File: config.mk
export PLATFORM = sky130hd
export DESIGN_NAME = serial_word_rx
export DESIGN_NICKNAME = d
export VERILOG_FILES = /design/src/rtl/serial_word_rx_pkg.sv /design/src/rtl/serial_word_rx_shift_in.sv /design/src/rtl/serial_word_rx.sv
export SDC_FILE = /design/constraint.sdc
export NUM_CORES = 1
export LEC_CHECK = 0
export CAP_MARGIN = 20
export CORE_MARGIN = 2
export CORE_UTILIZATION = 46
export DETAILED_ROUTE_END_ITERATION = 10
export PLACE_DENSITY = 0.7
export SLEW_MARGIN = 20
export SYNTH_ARGS = -nofsm -noshare
export SYNTH_HDL_FRONTEND = slang
export SYNTH_HIERARCHICAL = 1
export SYNTH_SLANG_ARGS = --single-unit
File: constraint.sdc
create_clock -name clk -period 6.2 [get_ports clk]
set_clock_uncertainty 0.2 [all_clocks]
set_input_delay 1.86 -clock clk [delete_from_list [all_inputs] [get_ports clk]]
set_output_delay 1.86 -clock clk [all_outputs]
set_load 0.01 [all_outputs]
File: src/rtl/serial_word_rx_pkg.sv
// Shared definitions for the serial word receiver and its sub-module.
package serial_word_rx_pkg;

  typedef enum logic {
    ST_IDLE  = 1'b0,
    ST_SHIFT = 1'b1
  } state_t;

  localparam int DEFAULT_WIDTH = 8;

  // Width of a counter able to hold 0..n-1; at least one bit.
  function automatic int clog2(input int n);
    int r;
    r = 0;
    while ((1 << r) < n) r++;
    return (r < 1) ? 1 : r;
  endfunction

endpackage

File: src/rtl/serial_word_rx_shift_in.sv
// LSB-first shift register with bit counter; presents the word including the bit
// being sampled so the completing edge can load it directly.
module serial_shift_in
  import serial_word_rx_pkg::*;
#(
  parameter int WIDTH = DEFAULT_WIDTH
) (
  input  logic             clk,
  input  logic             reset,
  input  logic             bit_in,
  input  logic             load,
  input  logic             shift,
  output logic [WIDTH-1:0] word,
  output logic             done
);

  localparam int CW = clog2(WIDTH);

  logic [WIDTH-1:0] sreg;
  logic [CW-1:0]    cnt;

  always_comb begin
    word      = sreg;
    word[cnt] = bit_in;
  end

  assign done = shift && (cnt == CW'(WIDTH - 1));

  always_ff @(posedge clk or posedge reset) begin
    if (reset) begin
      sreg <= '0;
      cnt  <= '0;
    end else if (load) begin
      // A load always discards whatever partial word was being collected.
      sreg <= {{(WIDTH-1){1'b0}}, bit_in};
      cnt  <= CW'(1);
    end else if (shift) begin
      sreg <= word;
      cnt  <= done ? '0 : cnt + CW'(1);
    end
  end

endmodule

File: src/rtl/serial_word_rx.sv
// Serial-to-parallel receiver: assembles LSB-first words, optionally re-negates
// them and offers them on a valid/ready handshake with overrun/frame reporting.
//
// state    | meaning
// ST_IDLE  | waiting for start; bit_in ignored
// ST_SHIFT | collecting bits 1..WIDTH-1 of a word
module serial_word_rx
  import serial_word_rx_pkg::*;
#(
  parameter int WIDTH     = DEFAULT_WIDTH,
  parameter bit UNDO_COMP = 1'b1
) (
  input  logic             clk,
  input  logic             reset,
  input  logic             bit_in,
  input  logic             start,
  input  logic             word_ready,
  input  logic             err_clr,
  output logic [WIDTH-1:0] word_out,
  output logic             word_valid,
  output logic             overrun,
  output logic             frame_err
);

  state_t           state, state_nx;
  logic             load, shift, restart, done;
  logic [WIDTH-1:0] assembled, result;
  logic             drop;

  serial_shift_in #(.WIDTH(WIDTH)) u_shift_in (
    .clk    (clk),
    .reset  (reset),
    .bit_in (bit_in),
    .load   (load),
    .shift  (shift),
    .word   (assembled),
    .done   (done)
  );

  always_ff @(posedge clk or posedge reset) begin
    if (reset) state <= ST_IDLE;
    else       state <= state_nx;
  end

  always_comb begin
    state_nx = state;
    case (state)
      ST_IDLE:  if (start) state_nx = ST_SHIFT;
      ST_SHIFT: begin
        if (start)     state_nx = ST_SHIFT;
        else if (done) state_nx = ST_IDLE;
      end
      default:  state_nx = ST_IDLE;
    endcase
  end

  always_comb begin
    load    = 1'b0;
    shift   = 1'b0;
    restart = 1'b0;
    case (state)
      ST_IDLE:  load = start;
      ST_SHIFT: begin
        load    = start;
        restart = start;
        shift   = !start;
      end
      default: ;
    endcase
  end

  // Two's complement wraps, so the most-negative value maps to itself.
  assign result = UNDO_COMP ? (~assembled + WIDTH'(1)) : assembled;
  assign drop   = done && word_valid && !word_ready;

  always_ff @(posedge clk or posedge reset) begin
    if (reset) begin
      word_out   <= '0;
      word_valid <= 1'b0;
      overrun    <= 1'b0;
      frame_err  <= 1'b0;
    end else begin
      frame_err <= restart;
      if (done && !drop) begin
        word_out   <= result;
        word_valid <= 1'b1;
      end else if (word_valid && word_ready) begin
        word_valid <= 1'b0;
      end
      if (drop)         overrun <= 1'b1;
      else if (err_clr) overrun <= 1'b0;
    end
  end

endmodule

==> flow_summary_export.csv, run 1 <==
group,metric,value,unit
run_status,status,"completed",
detailed_routing,via_per_inst,5.545,
timing,relSlewSlack,44.50,%
finish,drive_above_1_share,16.18,%
clocking,root_buffer,"clkbuf_4",
timing,slew_violations,0,
detailed_routing,ant_nets,0,
finish,area_growth_syn_to_layout,11.83,%
timing,post-route-min-period,4.222,ns
timing,fin_crit_sh,68.10,%
flow_run,maxCapViolCount,0,
timing,setup_violations,0,
setup_path,critical_path_class,"input pin to flop",
floorplan,fp-row-count,19,
clocking,clkSlewWorstSetupHoldPaths,0.12,ns
placement,dp.cells,163,
grt,grt_use_total,16.25,%
placement,gp_congestion,0.8230,
clocking,clk_latency,0.32,ns
grt,grt_pass1_vias,855,
floorplan,die_w,57.82,µm
synth,ys_seq_area_share,43.19,%
pwr,p_seq_share,52.2,%
pwr,power_density,234.5,nW/µm²
placement,hpwl,1714,µm
clocking,cts_buffers,3,
setup_path,worst_ep_arrival_time,4.23,ns
floorplan,core_area,2758,µm²
pwr,p_int,247.2,µW
setup_path,endpoint_kind,"flop",
grt,grt_max_degree,19,
detailed_routing,drc,0,
floorplan,boundaryPins,17,
floorplan,die_y,57.82,µm
pwr,vdd_drop_max,0.0001705,V
setup_path,start_kind,"input pin",
grt,grt_overflow,0,
synth,ys.flop_type,"dfrtp_1",
min_path,holdPathStages,1,
timing,fmax,236.8,MHz
synth,ys_ff_latch,23,
finish,final_cell_area,1490,µm²
setup_path,ff2ff_path_depth,7,
synth,synth_edf_count,0,
floorplan,dieArea,3343,µm²
synth,yosysTopAreaCell,"dfrtp_1",
synth,netlist_area,1333,µm²
floorplan,initial_core_util,48.32,%
pwr,combPwrFrac,27.8,%
placement,io_buffers,16,
clocking,max-clock-path-buffers,2,
detailed_routing,wire_per_inst,14.49,µm
finish,final_cell_mix,"23 x dfrtp_1, 16 x clkdlybuf4s50_1, 9 x mux2_2",
clocking,htreeDepth,1,
finish,multi_input_area,659.4,µm²
pwr,p_leak,0.0006728,µW
synth,ys_warn_count,6,
synth,async_reset_ff_share,100.0,%
pwr,p_clk_share,20.0,%
finish,nets,146,
pwr,netSwitchingPower,102.2,µW
finish,n_fill_cell,248,
synth,yosysTopAreaCellShare,43.19,%
detailed_routing,drt_wl_total,2420,µm
min_path,hold_path.class,"flop to flop",
finish,final_cell_count_no_fill,167,
synth,synthTopCellsByArea,"dfrtp_1 43%, mux2_2 7.6%, mux2i_1 5.3%",
timing,rsz0062_at_grt,"no",
grt,antenna_found_initial,0,
synth,syn_inst,125,
clocking,post-cts-setup-buffer-count,0,
grt,grt_pass1_wl,4105,µm
clocking,cts_resized,0,
synth,synth_cell_types,36,
timing,hold_viol,0,
finish,seq_area,575.6,µm²
synth,synth.avg_cell_area,10.66,µm²
finish,mostFrequentLayoutCell,"dfrtp_1",
setup_path,cp.required,6.21,ns
setup_path,crit_fanout,14,
pwr,swShare,29.24,%
timing,fin_tns_setup,0,ns
detailed_routing,via_count,926,
finish,diodes,0,
timing,tightest_slew,0.8308,ns
synth,synthesis.nets,134,
placement,placedInstanceArea,1464,µm²
clocking,cts.sinks,23,
detailed_routing,drt_iter0_markers,25,
timing,hold_ws,0.3172,ns
detailed_routing,drt_pass1_iterations,4,
clocking,cts_tree,"yes",
finish,final_core_util,54.04,%
clocking,postCtsHoldBufs,0,
Yosys cell counts, drive strengths merged, types with 2 or more instances:
| master | n |
|---|---|
| inv | 8 |
| nand3b | 3 |
| nand4 | 2 |
| nand2 | 4 |
| nor2b | 2 |
| mux2 | 12 |
| o31a | 3 |
| ha | 3 |
| o21ai | 8 |
| a21oi | 3 |
| nor2 | 8 |
| o31ai | 5 |
| nor3b | 2 |
| nand4b | 3 |
| mux2i | 7 |
| nor4 | 3 |
| buf | 8 |
| or3 | 2 |
| and4bb | 2 |
| and2 | 2 |
| xor2 | 3 |
| dfrtp | 23 |
through the flow:
step | setup slack, ns | total power, µW
2_1_floorplan | 2.697 | 244.6
3_3_place_gp | 1.754 | 281.6
3_5_place_dp | 1.645 | 283.4
4_1_cts | 1.979 | 353.8
5_1_grt | 1.861 | 373.6
6_report | 1.978 | 349.4
metal layers:
metal | up-vias | wire length [µm] | global-route usage [%]
met5 | - | 0 | 0
met4 | 0 | 40 | 6.977
met3 | 5 | 82 | 2.902
met2 | 17 | 1077 | 23.54
met1 | 438 | 1220 | 23.88
li1 | 466 | - | -
power by group through the flow:
stage	logic, µW	clock network [µW]	registers (µW)
finish	97.1	69.9	182
detailed placement	97.8	0	186
global route	107	81.2	186
floorplan	57.7	0	187
CTS	98.3	73.2	182
global placement	96.8	0	185
final cells by class:
cell class | instances | area share [%]
well taps | 31 | 2.603
clock buffers | 4 | 1.763
repair buffers | 16 | 10.75
multi-input cells | 85 | 44.25
inverters | 8 | 2.015
flip-flops and latches | 23 | 38.62
worst max-delay path: stages:
cell	delay (ns)
clkdlybuf4s50_1	0.64
nor2b_1	0.76
and2_1	0.29
or2b_2	0.39
mux2_2	0.29
cell families after synthesis:
group	Yosys count	synth area share [%]
fa+ha+maj	3	2.817
flops	23	43.19
simple gates	39	18.40
compound gates	21	10.05
buf+inv	17	7.323
mux	19	16.24
xor+xnor	3	1.972
path summary, 6_finish.rpt:
path	slack [ns]	endpoint	start
max	1.98	word_out[3]	start
min	0.32	word_out[3]	word_out[3]
max reg2reg	3.52	word_out[6]	u_shift_in/cnt[0]
min reg2reg	0.32	word_out[3]	word_out[3]
max in group asynchronous	3.82	word_out[3]	reset
min in group asynchronous	1.65	u_shift_in/sreg[6]	reset
registers in the layout, summed over array words and instances (netlist names):
| signal | cells |
|---|---|
| frame_err | 1 |
| overrun | 1 |
| state | 1 |
| u_shift_in/cnt | 3 |
| u_shift_in/sreg | 8 |
| word_out | 8 |
| word_valid | 1 |
No activity file was read; power rests on OpenSTA's default activity.
==> run 2, diff against run 1 <==
PLACE_DENSITY = 0.73   (was 0.7)
clock period = 3.4 ns   (was 6.2 ns; I/O delays follow)
==> run 2 against run 1 <==
Against the previous run: global-route usage up 0.75 points; register-to-register slack worse by 2.8 ns; sequential power increased by 83%; non-clock buffer count is 3 higher; critical path type unchanged; die area stayed put; core utilization grew 0.82 points.
==> flow_summary_export.csv, run 2 (same netlist as run 1, synthesis figures left out) <==
group,metric,value,unit
floorplan,boundaryPins,17,
pwr,power_density,420.3,nW/µm²
grt,grt_pass1_wl,4347,µm
clocking,post-cts-setup-buffer-count,0,
clocking,root_buffer,"clkbuf_4",
setup_path,endpoint_kind,"flop",
grt,grt_max_degree,19,
finish,nets,149,
timing,rsz0062_at_grt,"no",
min_path,holdPathStages,2,
placement,pre_cts_ws,0.1316,ns
clocking,max-clock-path-buffers,2,
timing,post-route-min-period,2.967,ns
timing,setup_violations,0,
clocking,postCtsHoldBufs,0,
timing,slew_violations,0,
clocking,clkSlewWorstSetupHoldPaths,0.11,ns
setup_path,path_cells,"clkdlybuf4s50_1 > mux2_2 > inv_1 > ha_1 > or3b_1 > o31a_1 > o31ai_1",
detailed_routing,drc,0,
finish,drive_above_1_share,17.99,%
clocking,clk_latency,0.31,ns
floorplan,dieArea,3343,µm²
setup_path,crit_path_top_delay_cell,"clkdlybuf4s50_1",
setup_path,critical_path_class,"input pin to flop",
clocking,cts.sinks,23,
timing,fin_tns_setup,0,ns
min_path,hold_path.class,"flop to flop",
flow_run,maxCapViolCount,0,
clocking,htreeDepth,1,
placement,hpwl,1766,µm
setup_path,cp.required,3.42,ns
timing,tightest_slew,0.5360,ns
detailed_routing,via_per_inst,5.735,
floorplan,core_area,2758,µm²
detailed_routing,drt_pass1_iterations,4,
detailed_routing,via_count,975,
clocking,cts_resized,0,
detailed_routing,drt_iter0_markers,27,
detailed_routing,ant_nets,0,
grt,antenna_found_initial,0,
floorplan,initial_core_util,48.32,%
run_status,status,"completed",
finish,mostFrequentLayoutCell,"dfrtp_1",
pwr,p_leak,0.0006872,µW
finish,area_growth_syn_to_layout,13.52,%
finish,final_cell_mix,"23 x dfrtp_1, 16 x clkdlybuf4s50_1, 9 x mux2_2",
clocking,cts_tree,"yes",
timing,finalWorstSetupSlack,0.4331,ns
floorplan,fp-row-count,19,
timing,hold_viol,0,
setup_path,start_kind,"input pin",
timing,fmax,337.1,MHz
placement,gp_congestion,0.7623,
pwr,vdd_drop_max,0.0002933,V
placement,dp.cells,166,
grt,grt_overflow,0,
grt,grt_pass1_vias,943,
detailed_routing,drt_wl_total,2468,µm
setup_path,crit_path_max_incr_delay,0.53,ns
finish,diodes,0,
grt,grt_use_total,17.00,%
floorplan,die_w,57.82,µm
timing,fin_crit_sh,87.26,%
floorplan,die_y,57.82,µm
finish,n_fill_cell,264,
placement,io_buffers,16,
finish,final_cell_count_no_fill,170,
setup_path,crit_fanout,8,
timing,relSlewSlack,64.26,%
setup_path,ff2ff_path_depth,7,
clocking,cts_buffers,3,
finish,largest_registers,"u_shift_in/sreg (8), word_out (8), u_shift_in/cnt (3)",
setup_path,worst_ep_arrival_time,2.99,ns
detailed_routing,wire_per_inst,14.52,µm
-- run 2: critical path, delay by kind of cell --
kind	cells	cell delay (ns)
AND/OR/NAND/NOR	1	0.41
multiplexers	1	0.33
buffers and inverters	2	0.61
AO/OA/AOI/OAI	2	0.44
adder cells (fa/ha/maj)	1	0.17
-- run 2: cell type report --
| cell class | count | area [µm²] | area share (%) |
|---|---|---|---|
| clock buffer | 4 | 26.28 | 1.737 |
| sequential | 23 | 575.6 | 38.05 |
| multi-input combinational | 85 | 659.4 | 43.59 |
| inverter | 8 | 30.03 | 1.985 |
| tap | 31 | 38.79 | 2.564 |
| timing repair buffer | 19 | 182.7 | 12.08 |
-- run 2: per-layer routing --
metal / up-vias / wire, µm / GRT usage [%]
met5: - / 0 / 0
met4: 0 / 40 / 6.312
met3: 5 / 152 / 4.911
met2: 29 / 1160 / 27.11
met1: 465 / 1115 / 21.98
li1: 476 / - / -
-- run 2: per-stage QoR --
step           hold slack [ns]  instance area, µm²  power (µW)  utilization [%]
4_1_cts                 0.3229                1513       647.5            54.85
3_5_place_dp            0.2917                1486       518.7            53.90
3_3_place_gp            0.2784                1486       513.3            53.90
5_1_grt                 0.3341                1513       676.5            54.85
2_1_floorplan           0.2589                1333       446.0                -
6_report                0.3169                1513       635.8            54.85
-- run 2: path summary, 6_finish.rpt --
path	from	slack, ns	endpoint
setup reg to reg	u_shift_in/cnt[0]	0.73	word_out[6]
setup / recovery	bit_in	0.43	word_out[6]
min in group asynchronous	reset	0.84	u_shift_in/cnt[2]
max in group asynchronous	reset	1.84	word_out[3]
hold reg to reg	word_out[2]	0.32	word_out[2]
hold / removal	word_out[2]	0.32	word_out[2]
-- run 2: where the power goes --
part           total (µW)  internal (µW)  switching (µW)
clock network         124           45.8            78.3
logic                 179            102            76.7
registers             333            306            27.5
==> run 3, diff against run 2 <==
PLACE_DENSITY = 0.74   (was 0.73)
SYNTH_HIERARCHICAL = not set   (was 1)
==> run 3 against run 2 <==
Against the previous run: cell count down 1.2%; sequential power rose by 19%; maximum frequency is 2.9% higher; die area down 6.6%; synthesized area down 7.0%; total power up 32%; global-route usage shrank 0.24 points; wire length shrank 8.3%; register-to-register slack improved by 0.29 ns; critical path depth rose by 1; worst hold slack worse by 0.018 ns.
==> flow_summary_export.csv, run 3 <==
group,metric,value,unit
min_path,hold_end,"word_out[4]",
clocking,post-cts-setup-buffer-count,0,
run_status,status,"completed",
finish,seq_area,575.6,µm²
setup_path,ff2ff_path_depth,8,
detailed_routing,via_count,903,
finish,final_core_util,56.40,%
detailed_routing,wire_per_inst,13.46,µm
setup_path,start_kind,"input pin",
floorplan,boundaryPins,17,
finish,final_cell_count_no_fill,168,
synth,synth_cell_types,35,
timing,post-route-min-period,2.885,ns
floorplan,initial_core_util,49.11,%
clocking,max-clock-path-buffers,2,
setup_path,cp.required,3.44,ns
finish,drive_above_1_share,8.696,%
detailed_routing,drt_pass1_iterations,4,
setup_path,path_cells,"clkdlybuf4s50_1 > mux2i_1 > ha_1 > inv_1 > a211oi_1 > nand4_1 > xor2_1 > o21ai_0",
synth,ys_top_cells_by_count,"23 x dfrtp_1, 13 x nand2_1, 12 x nor2_1",
clocking,root_buffer,"clkbuf_4",
synth,synthTopCellsByArea,"dfrtp_1 46%, mux2i_1 6.5%, a211oi_1 4.2%",
detailed_routing,drt_wl_total,2262,µm
min_path,worstHoldStart,"word_out[4]",
synth,async_reset_ff_share,100.0,%
grt,grt_max_degree,24,
clocking,cts_resized,0,
synth,synthesis.nets,132,
clocking,postCtsHoldBufs,0,
clocking,clk_latency,0.31,ns
timing,rsz0062_at_grt,"no",
detailed_routing,via_per_inst,5.375,
min_path,holdPathStages,2,
floorplan,die_y,55.89,µm
synth,synth_edf_count,0,
timing,fmax,346.7,MHz
placement,dp.cells,164,
synth,ys_warn_count,0,
timing,slew_violations,0,
timing,setup_violations,0,
finish,mostFrequentLayoutCell,"dfrtp_1",
finish,n_fill_cell,228,
setup_path,critical_path_class,"input pin to flop",
grt,antenna_found_initial,0,
setup_path,critPathTopFamily,"buffers and inverters",
timing,hold_viol,0,
synth,ys.flop_type,"dfrtp_1",
detailed_routing,ant_nets,0,
synth,syn_inst,123,
placement,gp_congestion,0.7625,
setup_path,crit_fanout,12,
synth,ys_seq_area_share,46.46,%
min_path,hold_path.class,"flop to flop",
timing,tightest_slew,0.8535,ns
setup_path,r2r_slack,1.02,ns
synth,ys_ff_latch,23,
finish,final_cell_mix,"23 x dfrtp_1, 16 x clkdlybuf4s50_1, 13 x nand2_1",
floorplan,fp-row-count,18,
clocking,cts_buffers,3,
clocking,cts_tree,"yes",
clocking,clkSlewWorstSetupHoldPaths,0.12,ns
timing,fin_tns_setup,0,ns
grt,grt_pass1_wl,4160,µm
pwr,vdd_drop_max,0.0005120,V
setup_path,endpoint_kind,"flop",
pwr,p_leak,0.0006542,µW
setup_path,timing.rr.start,"u_shift_in.cnt[0]",
detailed_routing,drt_iter0_markers,20,
finish,largest_registers,"u_shift_in.sreg (8), word_out (8), u_shift_in.cnt (3)",
synth,yosysTopAreaCellShare,46.46,%
finish,nets,148,
grt,grt_overflow,0,
synth,netlist_area,1239,µm²
synth,yosysTopAreaCell,"dfrtp_1",
finish,area_growth_syn_to_layout,14.85,%
setup_path,worst_ep_arrival_time,2.93,ns
finish,diodes,0,
synth,synth_most_common_cell,"dfrtp_1",
setup_path,crit_path_max_incr_delay,0.61,ns
pwr,power_density,589.0,nW/µm²
detailed_routing,drc,0,
timing,fin_crit_sh,84.84,%
grt,grt_pass1_vias,922,
setup_path,r2r-end,"word_out[6]",
timing,relSlewSlack,43.04,%
floorplan,core_area,2522,µm²
floorplan,die_w,55.89,µm
floorplan,dieArea,3124,µm²
grt,grt_use_total,16.76,%
placement,hpwl,1679,µm
clocking,htreeDepth,1,
setup_path,crit_path_top_delay_cell,"clkdlybuf4s50_1",
placement,io_buffers,16,
synth,synth.avg_cell_area,10.07,µm²
clocking,cts.sinks,23,
flow_run,maxCapViolCount,0,
finish,multi_input_area,581.8,µm²
setup_path,crit_buf_inv,2,
## run 3: changes by cell type after synthesis, moves of 3 or more
cell      before  now
a211oi_1       0    7
buf_2          3    0
inv_1          8    5
mux2_2         9    1
mux2_4         3    0
nand2_1        4   13
nand2b_1       0    3
nand3_1        1    4
nand4b_1       3    0
nor2_1         8   12
nor4_1         3    0
o31ai_1        5    0
## run 3: routing by layer
| metal | GRT usage [%] | wire length, µm | vias up |
|---|---|---|---|
| met4 | 3.061 | 12 | 0 |
| li1 | - | - | 461 |
| met1 | 21.74 | 1069 | 427 |
| met2 | 27.72 | 1095 | 13 |
| met5 | 0 | 0 | - |
| met3 | 5.581 | 84 | 2 |
## run 3: final cells by class
class                   instances  share of cell area (%)
repair buffers                 19                   12.84
clock buffers                   4                   1.847
flip-flops and latches         23                   40.46
inverters                       5                   1.319
well taps                      30                   2.639
multi-input cells              87                   40.90
## run 3: power breakdown
group	leakage, µW	switching [µW]	total (µW)	internal [µW]
combinational	0.000344	144	316	172
clock	0.0000150	80.7	127	45.8
sequential	0.000296	57.0	395	338
total	0.000654	282	838	556
## run 3: logic make-up after synthesis
| kind of cell | after synthesis | synth area share (%) |
|---|---|---|
| adder cells (fa/ha/maj) | 3 | 3.031 |
| AND/OR/NAND/NOR | 47 | 19.90 |
| buffers and inverters | 13 | 6.565 |
| AO/OA/AOI/OAI | 22 | 12.02 |
| flip-flops | 23 | 46.46 |
| multiplexers | 10 | 8.485 |
| XOR/XNOR | 5 | 3.536 |
## run 3: worst max path at each step
stage                      start     endpoint  depth (start not counted)
after detailed placement  bit_in  word_out[4]                          8
final                     bit_in  word_out[6]                          8
after global routing      bit_in  word_out[6]                          8
after global placement    bit_in  word_out[6]                          8
after floorplan           bit_in  word_out[6]                          8
after CTS                 bit_in  word_out[6]                          8
## run 3: worst reg2reg max path, cell delays in order (launching register included)
cell	delay [ns]
dfrtp_1	0.56
nor3b_1	0.28
mux2i_1	0.31
ha_1	0.24
inv_1	0.05
a211oi_1	0.22
nand4_1	0.14
xor2_1	0.16
o21ai_0	0.13
## run 3: stage by stage
stage / area (µm²) / total power [µW] / hold slack (ns) / setup slack (ns)
after floorplan: 1239 / 591.9 / 0.2786 / 0.8870
after global placement: 1396 / 711.1 / 0.2611 / 0.2523
after detailed placement: 1396 / 724.4 / 0.2790 / 0.1643
after CTS: 1423 / 849.4 / 0.3075 / 0.5017
after global routing: 1423 / 905.4 / 0.3281 / 0.3081
final: 1423 / 837.9 / 0.2984 / 0.5154
